## config.mk

```make
export PLATFORM = sky130hd
export DESIGN_NAME = fpu_host_bridge_flat
export DESIGN_NICKNAME = d
export VERILOG_FILES = /design/src/rtl/fpu_host_bridge_if.sv /design/src/rtl/fpu_host_bridge.sv /design/src/flat_wrapper.sv
export SDC_FILE = /design/constraint.sdc
export NUM_CORES = 1
export LEC_CHECK = 0
export BUFFER_PORTS_ARGS = -buffer_cell sky130_fd_sc_hd__buf_2
export CORE_MARGIN = 5
export CORE_UTILIZATION = 45
export DETAILED_ROUTE_END_ITERATION = 8
export GPL_ROUTABILITY_DRIVEN = 0
export PLACE_DENSITY_LB_ADDON = 0.05
export SYNTH_ARGS = -nofsm -noshare
export SYNTH_HDL_FRONTEND = slang
export SYNTH_SLANG_ARGS = --single-unit
```

## constraint.sdc

```tcl
create_clock -name clk -period 2.8 [get_ports clk]
set_clock_uncertainty 0.15 [all_clocks]
set_input_delay 0.42 -clock clk [delete_from_list [all_inputs] [get_ports clk]]
set_output_delay 0.42 -clock clk [all_outputs]
set_load 0.02 [all_outputs]
```

## src/rtl/fpu_host_bridge_if.sv

```systemverilog
`default_nettype none
// ============================================================================
// Module   : fpu_host_bridge_if
// Brief    : CPU register-window bus plus FPU core start/done/ack handshake.
//            master = bridge side, slave = CPU decoder / FPU core side.
// Revision : 1.0 - initial release
// ============================================================================
interface fpu_host_bridge_if;
    logic [3:0]  cpu_addr;
    logic        cpu_wr;
    logic        cpu_rd;
    logic [7:0]  cpu_wdata;
    logic [7:0]  cpu_rdata;
    logic        cpu_irq;
    logic [31:0] fpu_a;
    logic [31:0] fpu_b;
    logic [3:0]  fpu_op;
    logic        fpu_start;
    logic        fpu_done;
    logic [31:0] fpu_result;
    logic        fpu_ack;

    modport master (
        input  cpu_addr, cpu_wr, cpu_rd, cpu_wdata, fpu_done, fpu_result,
        output cpu_rdata, cpu_irq, fpu_a, fpu_b, fpu_op, fpu_start, fpu_ack
    );

    modport slave (
        output cpu_addr, cpu_wr, cpu_rd, cpu_wdata, fpu_done, fpu_result,
        input  cpu_rdata, cpu_irq, fpu_a, fpu_b, fpu_op, fpu_start, fpu_ack
    );
endinterface
`default_nettype wire

```

## src/rtl/fpu_host_bridge.sv

```systemverilog
`default_nettype none
// ============================================================================
// Module   : fpu_host_bridge
// Brief    : CPU-side initiator for the FPU core. Byte-wide register window
//            for operands/op/status/result, four-phase start/done/ack
//            handshake, cycle counter, completion flag and interrupt.
// Revision : 1.0 - initial release
// ============================================================================
module fpu_host_bridge #(
    parameter logic [3:0] OP_MAX = 4'hC
) (
    input  wire logic        clk,
    input  wire logic        rst,
    fpu_host_bridge_if.master bus
);

    typedef enum logic [2:0] {
        S_IDLE      = 3'd0,
        S_REQ       = 3'd1,
        S_WAIT_DONE = 3'd2,
        S_ACK       = 3'd3,
        S_RELEASE   = 3'd4
    } state_t;

    state_t      state_q, state_d;
    logic [31:0] a_q, a_d;
    logic [31:0] b_q, b_d;
    logic [31:0] result_q, result_d;
    logic [3:0]  op_q, op_d;
    logic        done_q, done_d;
    logic        err_q, err_d;
    logic        irq_en_q, irq_en_d;
    logic        start_q, start_d;
    logic        ack_q, ack_d;
    logic [7:0]  cnt_q, cnt_d;
    logic [7:0]  rdata_q, rdata_d;

    logic        w_busy;
    logic        w_go;

    assign w_busy = (state_q != S_IDLE);
    assign w_go   = bus.cpu_wr && (bus.cpu_addr == 4'h9);

    // Next-state: register writes first, then the FSM so its flag updates
    // (go clearing done, RELEASE setting done) take priority.
    always_comb begin
        state_d  = state_q;
        a_d      = a_q;
        b_d      = b_q;
        result_d = result_q;
        op_d     = op_q;
        done_d   = done_q;
        err_d    = err_q;
        irq_en_d = irq_en_q;
        start_d  = start_q;
        ack_d    = ack_q;
        cnt_d    = cnt_q;

        if (bus.cpu_wr) begin
            // Operand and op registers are frozen while an operation runs
            if (!w_busy) begin
                if (bus.cpu_addr[3:2] == 2'b00) begin
                    a_d[{bus.cpu_addr[1:0], 3'b000} +: 8] = bus.cpu_wdata;
                end else if (bus.cpu_addr[3:2] == 2'b01) begin
                    b_d[{bus.cpu_addr[1:0], 3'b000} +: 8] = bus.cpu_wdata;
                end else if (bus.cpu_addr == 4'h8) begin
                    op_d = bus.cpu_wdata[3:0];
                end
            end
            if (bus.cpu_addr == 4'hA) begin
                irq_en_d = bus.cpu_wdata[2];
                if (bus.cpu_wdata[1]) done_d = 1'b0;
                if (bus.cpu_wdata[3]) err_d  = 1'b0;
            end
        end

        case (state_q)
            S_IDLE: begin
                if (w_go) begin
                    if (op_q > OP_MAX) begin
                        err_d = 1'b1;
                    end else begin
                        done_d  = 1'b0;
                        cnt_d   = 8'h00;
                        start_d = 1'b1;
                        state_d = S_REQ;
                    end
                end
            end
            S_REQ: begin
                // fpu_done is deliberately ignored here
                state_d = S_WAIT_DONE;
            end
            S_WAIT_DONE: begin
                if (bus.fpu_done) begin
                    result_d = bus.fpu_result;
                    start_d  = 1'b0;
                    ack_d    = 1'b1;
                    state_d  = S_ACK;
                end
            end
            S_ACK: begin
                if (!bus.fpu_done) begin
                    state_d = S_RELEASE;
                end
            end
            S_RELEASE: begin
                ack_d   = 1'b0;
                done_d  = 1'b1;
                state_d = S_IDLE;
            end
            default: begin
                start_d = 1'b0;
                ack_d   = 1'b0;
                state_d = S_IDLE;
            end
        endcase

        // Saturating latency counter over the active handshake phases
        if ((state_q == S_REQ || state_q == S_WAIT_DONE || state_q == S_ACK)
            && (cnt_q != 8'hFF)) begin
            cnt_d = cnt_q + 8'd1;
        end
    end

    // Read mux: captures pre-write register values, holds between reads
    always_comb begin
        rdata_d = rdata_q;
        if (bus.cpu_rd) begin
            case (bus.cpu_addr)
                4'h0, 4'h1, 4'h2, 4'h3: rdata_d = a_q[{bus.cpu_addr[1:0], 3'b000} +: 8];
                4'h4, 4'h5, 4'h6, 4'h7: rdata_d = b_q[{bus.cpu_addr[1:0], 3'b000} +: 8];
                4'h8:                   rdata_d = {4'h0, op_q};
                4'hA:                   rdata_d = {4'h0, err_q, irq_en_q, done_q, w_busy};
                4'hB:                   rdata_d = cnt_q;
                4'hC, 4'hD, 4'hE, 4'hF: rdata_d = result_q[{bus.cpu_addr[1:0], 3'b000} +: 8];
                default:                rdata_d = 8'h00;
            endcase
        end
    end

    // State and register update with synchronous reset
    always_ff @(posedge clk) begin
        if (rst) begin
            state_q  <= S_IDLE;
            a_q      <= 32'h0;
            b_q      <= 32'h0;
            result_q <= 32'h0;
            op_q     <= 4'h0;
            done_q   <= 1'b0;
            err_q    <= 1'b0;
            irq_en_q <= 1'b0;
            start_q  <= 1'b0;
            ack_q    <= 1'b0;
            cnt_q    <= 8'h00;
            rdata_q  <= 8'h00;
        end else begin
            state_q  <= state_d;
            a_q      <= a_d;
            b_q      <= b_d;
            result_q <= result_d;
            op_q     <= op_d;
            done_q   <= done_d;
            err_q    <= err_d;
            irq_en_q <= irq_en_d;
            start_q  <= start_d;
            ack_q    <= ack_d;
            cnt_q    <= cnt_d;
            rdata_q  <= rdata_d;
        end
    end

    assign bus.fpu_a     = a_q;
    assign bus.fpu_b     = b_q;
    assign bus.fpu_op    = op_q;
    assign bus.fpu_start = start_q;
    assign bus.fpu_ack   = ack_q;
    assign bus.cpu_rdata = rdata_q;
    assign bus.cpu_irq   = done_q & irq_en_q;

endmodule
`default_nettype wire

```

## src/flat_wrapper.sv

```systemverilog
// flat-port wrapper written by rule: the top's interface ports become plain ports
module fpu_host_bridge_flat 
#(
    parameter logic [3:0] OP_MAX = 4'hC
)
  (clk, rst, bus_cpu_addr, bus_cpu_wr, bus_cpu_rd, bus_cpu_wdata, bus_fpu_done, bus_fpu_result, bus_cpu_rdata, bus_cpu_irq, bus_fpu_a, bus_fpu_b, bus_fpu_op, bus_fpu_start, bus_fpu_ack);
  fpu_host_bridge_if bus_i ();
  input  wire logic clk;
  input  wire logic rst;
  input wire logic [$bits(bus_i.cpu_addr)-1:0] bus_cpu_addr;
  input wire logic [$bits(bus_i.cpu_wr)-1:0] bus_cpu_wr;
  input wire logic [$bits(bus_i.cpu_rd)-1:0] bus_cpu_rd;
  input wire logic [$bits(bus_i.cpu_wdata)-1:0] bus_cpu_wdata;
  input wire logic [$bits(bus_i.fpu_done)-1:0] bus_fpu_done;
  input wire logic [$bits(bus_i.fpu_result)-1:0] bus_fpu_result;
  output wire logic [$bits(bus_i.cpu_rdata)-1:0] bus_cpu_rdata;
  output wire logic [$bits(bus_i.cpu_irq)-1:0] bus_cpu_irq;
  output wire logic [$bits(bus_i.fpu_a)-1:0] bus_fpu_a;
  output wire logic [$bits(bus_i.fpu_b)-1:0] bus_fpu_b;
  output wire logic [$bits(bus_i.fpu_op)-1:0] bus_fpu_op;
  output wire logic [$bits(bus_i.fpu_start)-1:0] bus_fpu_start;
  output wire logic [$bits(bus_i.fpu_ack)-1:0] bus_fpu_ack;
  assign bus_i.cpu_addr = bus_cpu_addr;
  assign bus_i.cpu_wr = bus_cpu_wr;
  assign bus_i.cpu_rd = bus_cpu_rd;
  assign bus_i.cpu_wdata = bus_cpu_wdata;
  assign bus_i.fpu_done = bus_fpu_done;
  assign bus_i.fpu_result = bus_fpu_result;
  assign bus_cpu_rdata = bus_i.cpu_rdata;
  assign bus_cpu_irq = bus_i.cpu_irq;
  assign bus_fpu_a = bus_i.fpu_a;
  assign bus_fpu_b = bus_i.fpu_b;
  assign bus_fpu_op = bus_i.fpu_op;
  assign bus_fpu_start = bus_i.fpu_start;
  assign bus_fpu_ack = bus_i.fpu_ack;
  fpu_host_bridge #(.OP_MAX(OP_MAX)) u_core (.clk(clk), .rst(rst), .bus(bus_i));
endmodule
```

# Word-level counts from Yosys, hierarchy flattened
# Index checks and enable logic that the tools add are counted.
[word_totals]
reg_bits = 124
output_inout_bits = 79
elab_cells = 106
[classes]
n_addsub = 2
n_lt_le_gt_ge = 1
eq_ne = 26
n_shift = 5
mux = 30
bitwise = 6
reduce_logical = 24
[ops]
columns = ["op", "n"]
rows = [
  ["$shiftx A32 B6 Y8", 3],
  ["$bwmux W32", 2],
  ["$pmux W8 S6", 1],
  ["$eq A4 B4 Y1 const B", 8],
  ["$mux W8", 4],
  ["$shift A8 B7 Y32 const A", 1],
  ["$shiftx A8 B7 Y32", 1],
  ["$eq A4 B3 Y1 const B", 4],
  ["$mux W1", 15],
  ["$mux W3", 4],
  ["$pmux W3 S4", 1],
  ["$reduce_and A4 Y1", 3],
  ["$reduce_or A4 Y1", 3],
  ["$add A8 B1 Y8 const B", 1],
  ["$eq A4 B2 Y1 const B", 2],
  ["$ne A2 B2 Y1 const B", 4],
  ["$ne A8 B8 Y1 const B", 1],
  ["$neg A5 Y7", 1],
  ["$eq A3 B2 Y1 const B", 2],
  ["$reduce_and A2 Y1", 3],
  ["$reduce_and A3 Y1", 2],
  ["$reduce_or A3 Y1", 2],
  ["$not A1 Y1", 5],
  ["$reduce_and A5 Y1", 1],
  ["other kinds (16)", 20],
]

# Logic depth before layout (Yosys ltp)
[logic_depth]
ltp_word = 6
depth_mapped = 11

# Worst setup path before layout
# No wires, ideal clock.
[synth_timing]
path_type = "input port to flip-flop"
startpoint = "input port bus_cpu_addr[0]"
endpoint = "register u_core.rdata_q[1] (netlist: u_core.bus.cpu_rdata[1])"
arrival_time_ns = 2.634
setup_slack_ns = -0.119
path_stages = 11
n_path_buf = 4
cell_sequence = "buf_2 inv_1 buf_2 ha_1 buf_6 or4_4 and2_4 buf_6 nand3_4 nor3_1 or4_1"
[synth_via]
elab_chain_len = 3
elab_cells_between_ends = 22
cone_classes = "eq/ne: 14; shift: 3; mux: 1; reduce/logical: 4"
[synth_lines]
columns = ["element", "line_no", "rtl"]
rows = [
  ["start: declaration", "flat_wrapper.sv:10", "input wire logic [$bits(bus_i.cpu_addr)-1:0] bus_cpu_addr;"],
  ["parallel branches: the longest is 2 deep, another holds $shiftx A32 B6 Y8", "n/a", ""],
  ["$pmux W8 S6 (*)", "fpu_host_bridge.sv:130", "case (bus.cpu_addr)"],
  ["end signal: assignment", "fpu_host_bridge.sv:169", "rdata_q <= rdata_d;"],
  ["end: declaration", "fpu_host_bridge.sv:36", "logic [7:0] rdata_q, rdata_d;"],
]
# Every way passes the cells marked *.
# A chain may end at the register's enable or synchronous reset.

# Final worst setup path
[layout_timing]
startpoint = "register u_core.state_q[0]"
endpoint = "register u_core.a_q[3] (netlist: u_core.bus.fpu_a[3])"
[layout_via]
elab_chain_len = 3
[layout_lines]
columns = ["element", "line_no", "rtl"]
rows = [
  ["start: declaration", "fpu_host_bridge.sv:25", "state_t state_q, state_d;"],
  ["start signal: assignment", "fpu_host_bridge.sv:158", "state_q <= state_d;"],
  ["$reduce_bool A3 Y1", "fpu_host_bridge.sv:41", "assign w_busy = (state_q != S_IDLE);"],
  ["$not A1 Y1 (no source line)", "n/a", ""],
  ["$reduce_and A3 Y1 (no source line)", "n/a", ""],
  ["end signal: assignment", "fpu_host_bridge.sv:146", "a_q <= 32'h0;"],
  ["end signal: assignment", "fpu_host_bridge.sv:159", "a_q <= a_d;"],
  ["end: declaration", "fpu_host_bridge.sv:26", "logic [31:0] a_q, a_d;"],
]
# Every way passes these cells.

==> Flow_metrics.wiki <==
{| class="wikitable"
! Metric !! Value
|-
| Buffer count from post-CTS setup fixing || 0
|-
| EDFF count, synth || 0
|-
| Type of origin of the critical path || register
|-
| Maximum single-stage delay on the critical path || 690 ps
|-
| Core Box Area || 0.0126 mm^2
|-
| Number of storage elements in the synthesis netlist || 124
|-
| Synthesized area per cell || 8.54 um^2
|-
| Number of vias per cell after detailed routing || 5.69
|-
| Unrepaired setup endpoints after global routing || no
|-
| Number of buffers inserted during clock tree synthesis || 17
|-
| Data arrival at the endpoint of the critical path || between 2000 and 3000 ps
|-
| Overall routed net length || 19300 um
|-
| CTS tree || built
|-
| Maximum number of pins on one net before global-route repair || between 80 and 90
|-
| Count of nets after finishing || 857
|-
| CP Buf/Inv Count || 0
|-
| Time the worst path needs with I/O delays and setup || 2340 ps
|-
| Detail-routed net length per standard cell || 19.6 um
|-
| Half-perimeter wire length after detailed placement || 14400 um
|-
| Worst-case headroom to the max-slew limit || between 30% and 40%
|-
| I/O pins || between 100 and 150
|-
| Share of the yosys chip area belonging to registers || between 40 and 50%
|-
| Crit Path Max Fanout || 8
|-
| Number of buffers inserted for hold repair after clock tree synthesis || 0
|-
| Count of yosys warnings during synthesis || 0
|-
| Number of max-cap violations || 0
|-
| Vias in the first global route || 5221
|-
| Sequential standard cell area || 0.00248 mm^2
|-
| Post-synthesis async set-or-reset flop share || 0%
|-
| Fraction of layout cells with a size suffix above 1 || between 20% and 30%
|-
| Global-route wire length before repair || 29600 um
|-
| Number of placed instances with taps included || approximately 960
|-
| Slew at the pin closest to its max-slew limit || 1040 ps
|-
| Total Die Area || between 0.015 and 0.02 mm^2
|-
| Data required time at the worst endpoint || 3000 ps
|-
| Maximum buffer depth of the clock tree || 2
|-
| Top cell family by delay on the critical path || simple AND/OR/NAND/NOR gates
|-
| Number of hold violations in the final report || 0
|-
| Initial DRC count || 620
|-
| Post-DRT Antenna Nets || 0
|-
| CTS Root Buffer Type || sky130_fd_sc_hd__clkbuf_16
|-
| Total global routing track utilization || 25.9%
|-
| Core Rows || 41
|-
| Setup violators final || 0
|-
| Maximum clock rate || 0.428 GHz
|-
| Leading cell type in the layout, fill and taps excluded || sky130_fd_sc_hd__buf_2
|-
| Commonest cells after routing, fill and taps aside || sky130_fd_sc_hd__buf_2, sky130_fd_sc_hd__dfxtp_1, sky130_fd_sc_hd__nand2_1, sky130_fd_sc_hd__nor2_1, sky130_fd_sc_hd__a21oi_1
|-
| Pwr Density || ~580 mW/mm^2
|-
| Pre-antenna DRT Iters || 7
|-
| H-tree depth reported by CTS || 4
|-
| Input/output buffers || approximately 130
|-
| Setup tns final || 0 ps
|-
| Worst min-delay path class || input pin to register
|-
| CTS resizes || 0
|-
| Filler cell count || 1194
|-
| Post-synthesis cell count || 676
|-
| Die width || 123 um
|-
| Final global-route overflow total || 0
|-
| Final number of max-transition violations || 0
|-
| Path type of the worst setup path || register to register
|-
| CP Capture Type || register
|-
| Clk sinks || about 120
|-
| Area taken by multi-input logic gates || 0.00306 mm^2
|-
| DIE HEIGHT || ~120 um
|-
| Initial Util || 45.7%
|-
| Total number of vias || 5619
|-
| Initial antenna violation count || 2
|-
| Antenna diodes || 0
|-
| Insertion delay to the later sink of the worst-skew pair || roughly 420 ps
|-
| CP max-delay cell || sky130_fd_sc_hd__or4b_1
|-
| Post-synthesis to final-layout area growth || 24.4%
|-
| Standby leakage power || 0.00326 uW
|-
| Number of distinct library cells after synthesis || 59
|-
| Post-route clock period utilization || 83.4%
|-
| Post-Synthesis Cell Area || 0.00577 mm^2
|-
| DRC Markers || 0
|-
| Maximum VDD drop || around 0.42 mV
|-
| Outcome || complete, no violations
|-
| Post-Syn Nets || between 700 and 800
|-
| Final non-filler cell total || between 900 and 1000
|-
| Cell chain of the critical path || or4b_1 > nor3_4 > and4b_1 > a22oi_1 > nor2_1
|-
| Synth Flop Type || sky130_fd_sc_hd__dfxtp_1
|-
| Clock-pin transition on the worst setup and hold timing paths || 60 ps
|}
## logic make-up after synthesis
| logic type | count (synthesis) | share of synthesized area (%) |
|---|---|---|
| buffers and inverters | 56 | 4.05 |
| AND/OR/NAND/NOR | 290 | 24.1 |
| adder cells (fa/ha/maj) | 6 | 1.30 |
| AO/OA/AOI/OAI | 144 | 16.2 |
| flip-flops | 124 | 43.0 |
| multiplexers | 56 | 11.3 |
## path summary, 6_finish.rpt
path / from / end / slack, ps / depth (start not counted)
worst min-delay path: bus_fpu_result[13] / u_core.result_q[13]$_SDFFE_PP0P_ / 80 / 3
worst min register to register: u_core.result_q[19]$_SDFFE_PP0P_ / u_core.result_q[19]$_SDFFE_PP0P_ / 310 / 2
worst max-delay path: u_core.state_q[0]$_SDFFE_PP0P_ / u_core.bus.fpu_a[3]$_SDFFE_PP0P_ / 460 / 5
worst max register to register: u_core.state_q[0]$_SDFFE_PP0P_ / u_core.bus.fpu_a[3]$_SDFFE_PP0P_ / 460 / 5
## layer usage
layer / vias to the layer above / wire length, um / GRT usage, %
li1: 2680 / - / -
met5: - / 0 / 0
met4: 0 / 389 / 8.10
met1: 2673 / 8360 / 35.3
met3: 29 / 1290 / 4.99
met2: 237 / 9260 / 41.8
## worst reg2reg max path, stage by stage, from the launching register on
cell	delay, ps
sky130_fd_sc_hd__dfxtp_1	300
sky130_fd_sc_hd__or4b_1	690
sky130_fd_sc_hd__nor3_4	310
sky130_fd_sc_hd__and4b_1	540
sky130_fd_sc_hd__a22oi_1	170
sky130_fd_sc_hd__nor2_1	110
## state kept, by name, indices dropped and copies added (netlist names), 3 cells and up
register,cells
u_core.result_q,32
u_core.bus.fpu_op,4
u_core.bus.fpu_b,32
u_core.bus.cpu_rdata,8
u_core.cnt_q,8
u_core.state_q,3
u_core.bus.fpu_a,32
## final cells by class
class	count	area share, %
clock buffers	20	6.36
clock inverters	12	1.36
inverters	11	0.575
multi-input cells	496	42.6
flip-flops and latches	124	34.6
well taps	172	3.00
repair buffers	152	11.5
## metrics by stage
| stage | setup WS (ps) | hold slack, ps | instance area (um^2) | util [%] | power, uW |
|---|---|---|---|---|---|
| 3_3_place_gp | 134 | 295 | 6630 | 52.5 | 2130 |
| 2_1_floorplan | 5.01 | 281 | 5780 | - | 2010 |
| 4_1_cts | 492 | 65.2 | 7180 | 56.9 | 4170 |
| 6_report | 465 | 83.6 | 7180 | 56.9 | 4160 |
| 5_1_grt | 335 | 84.4 | 7180 | 56.9 | 4280 |
| 3_5_place_dp | 69.2 | 301 | 6630 | 52.5 | 2140 |
## synth_stat cells, types with 2 or more instances
master / number / area share (%)
sky130_fd_sc_hd__dfxtp_1: 124 / 43
sky130_fd_sc_hd__nand2_1: 109 / 7.1
sky130_fd_sc_hd__nor2_1: 77 / 5.0
sky130_fd_sc_hd__a21oi_1: 64 / 5.5
sky130_fd_sc_hd__mux2i_1: 47 / 8.1
sky130_fd_sc_hd__clkbuf_1: 34 / 2.2
sky130_fd_sc_hd__and2_1: 24 / 2.6
sky130_fd_sc_hd__a22oi_1: 18 / 2.3
sky130_fd_sc_hd__nand3_1: 13 / 1.1
sky130_fd_sc_hd__nor3_1: 13 / 1.1
sky130_fd_sc_hd__a221oi_1: 11 / 1.7
sky130_fd_sc_hd__inv_1: 11 / 0.72
sky130_fd_sc_hd__o21ai_0: 9 / 0.78
sky130_fd_sc_hd__and3_1: 7 / 0.76
sky130_fd_sc_hd__buf_2: 7 / 0.61
sky130_fd_sc_hd__mux4_2: 7 / 2.7
sky130_fd_sc_hd__o22ai_1: 7 / 0.76
sky130_fd_sc_hd__a31oi_1: 6 / 0.65
sky130_fd_sc_hd__ha_1: 6 / 1.3
sky130_fd_sc_hd__nand4_1: 6 / 0.65
sky130_fd_sc_hd__nor2b_1: 6 / 0.65
sky130_fd_sc_hd__or3_1: 6 / 0.65
sky130_fd_sc_hd__a211oi_1: 4 / 0.52
sky130_fd_sc_hd__a222oi_1: 4 / 0.69
sky130_fd_sc_hd__nand2b_1: 4 / 0.43
sky130_fd_sc_hd__a41oi_1: 3 / 0.46
sky130_fd_sc_hd__nand3b_1: 3 / 0.39
sky130_fd_sc_hd__o2bb2ai_1: 3 / 0.46
sky130_fd_sc_hd__or4_1: 3 / 0.39
sky130_fd_sc_hd__a2111oi_0: 2 / 0.30
sky130_fd_sc_hd__a32oi_1: 2 / 0.30
sky130_fd_sc_hd__and4b_1: 2 / 0.35
sky130_fd_sc_hd__buf_1: 2 / 0.13
sky130_fd_sc_hd__buf_6: 2 / 0.39
sky130_fd_sc_hd__mux2_2: 2 / 0.39
sky130_fd_sc_hd__nand4b_1: 2 / 0.30
sky130_fd_sc_hd__nor3b_1: 2 / 0.26
sky130_fd_sc_hd__nor4_1: 2 / 0.22
sky130_fd_sc_hd__o221ai_1: 2 / 0.30
## power breakdown
part / switching (uW) / total [uW] / internal, uW
registers: 10.4 / 1790 / 1780
logic: 203 / 316 / 112
clock network: 801 / 2060 / 1250
total: 1010 / 4160 / 3140
Note: power is estimated with default switching activity, not from simulation.
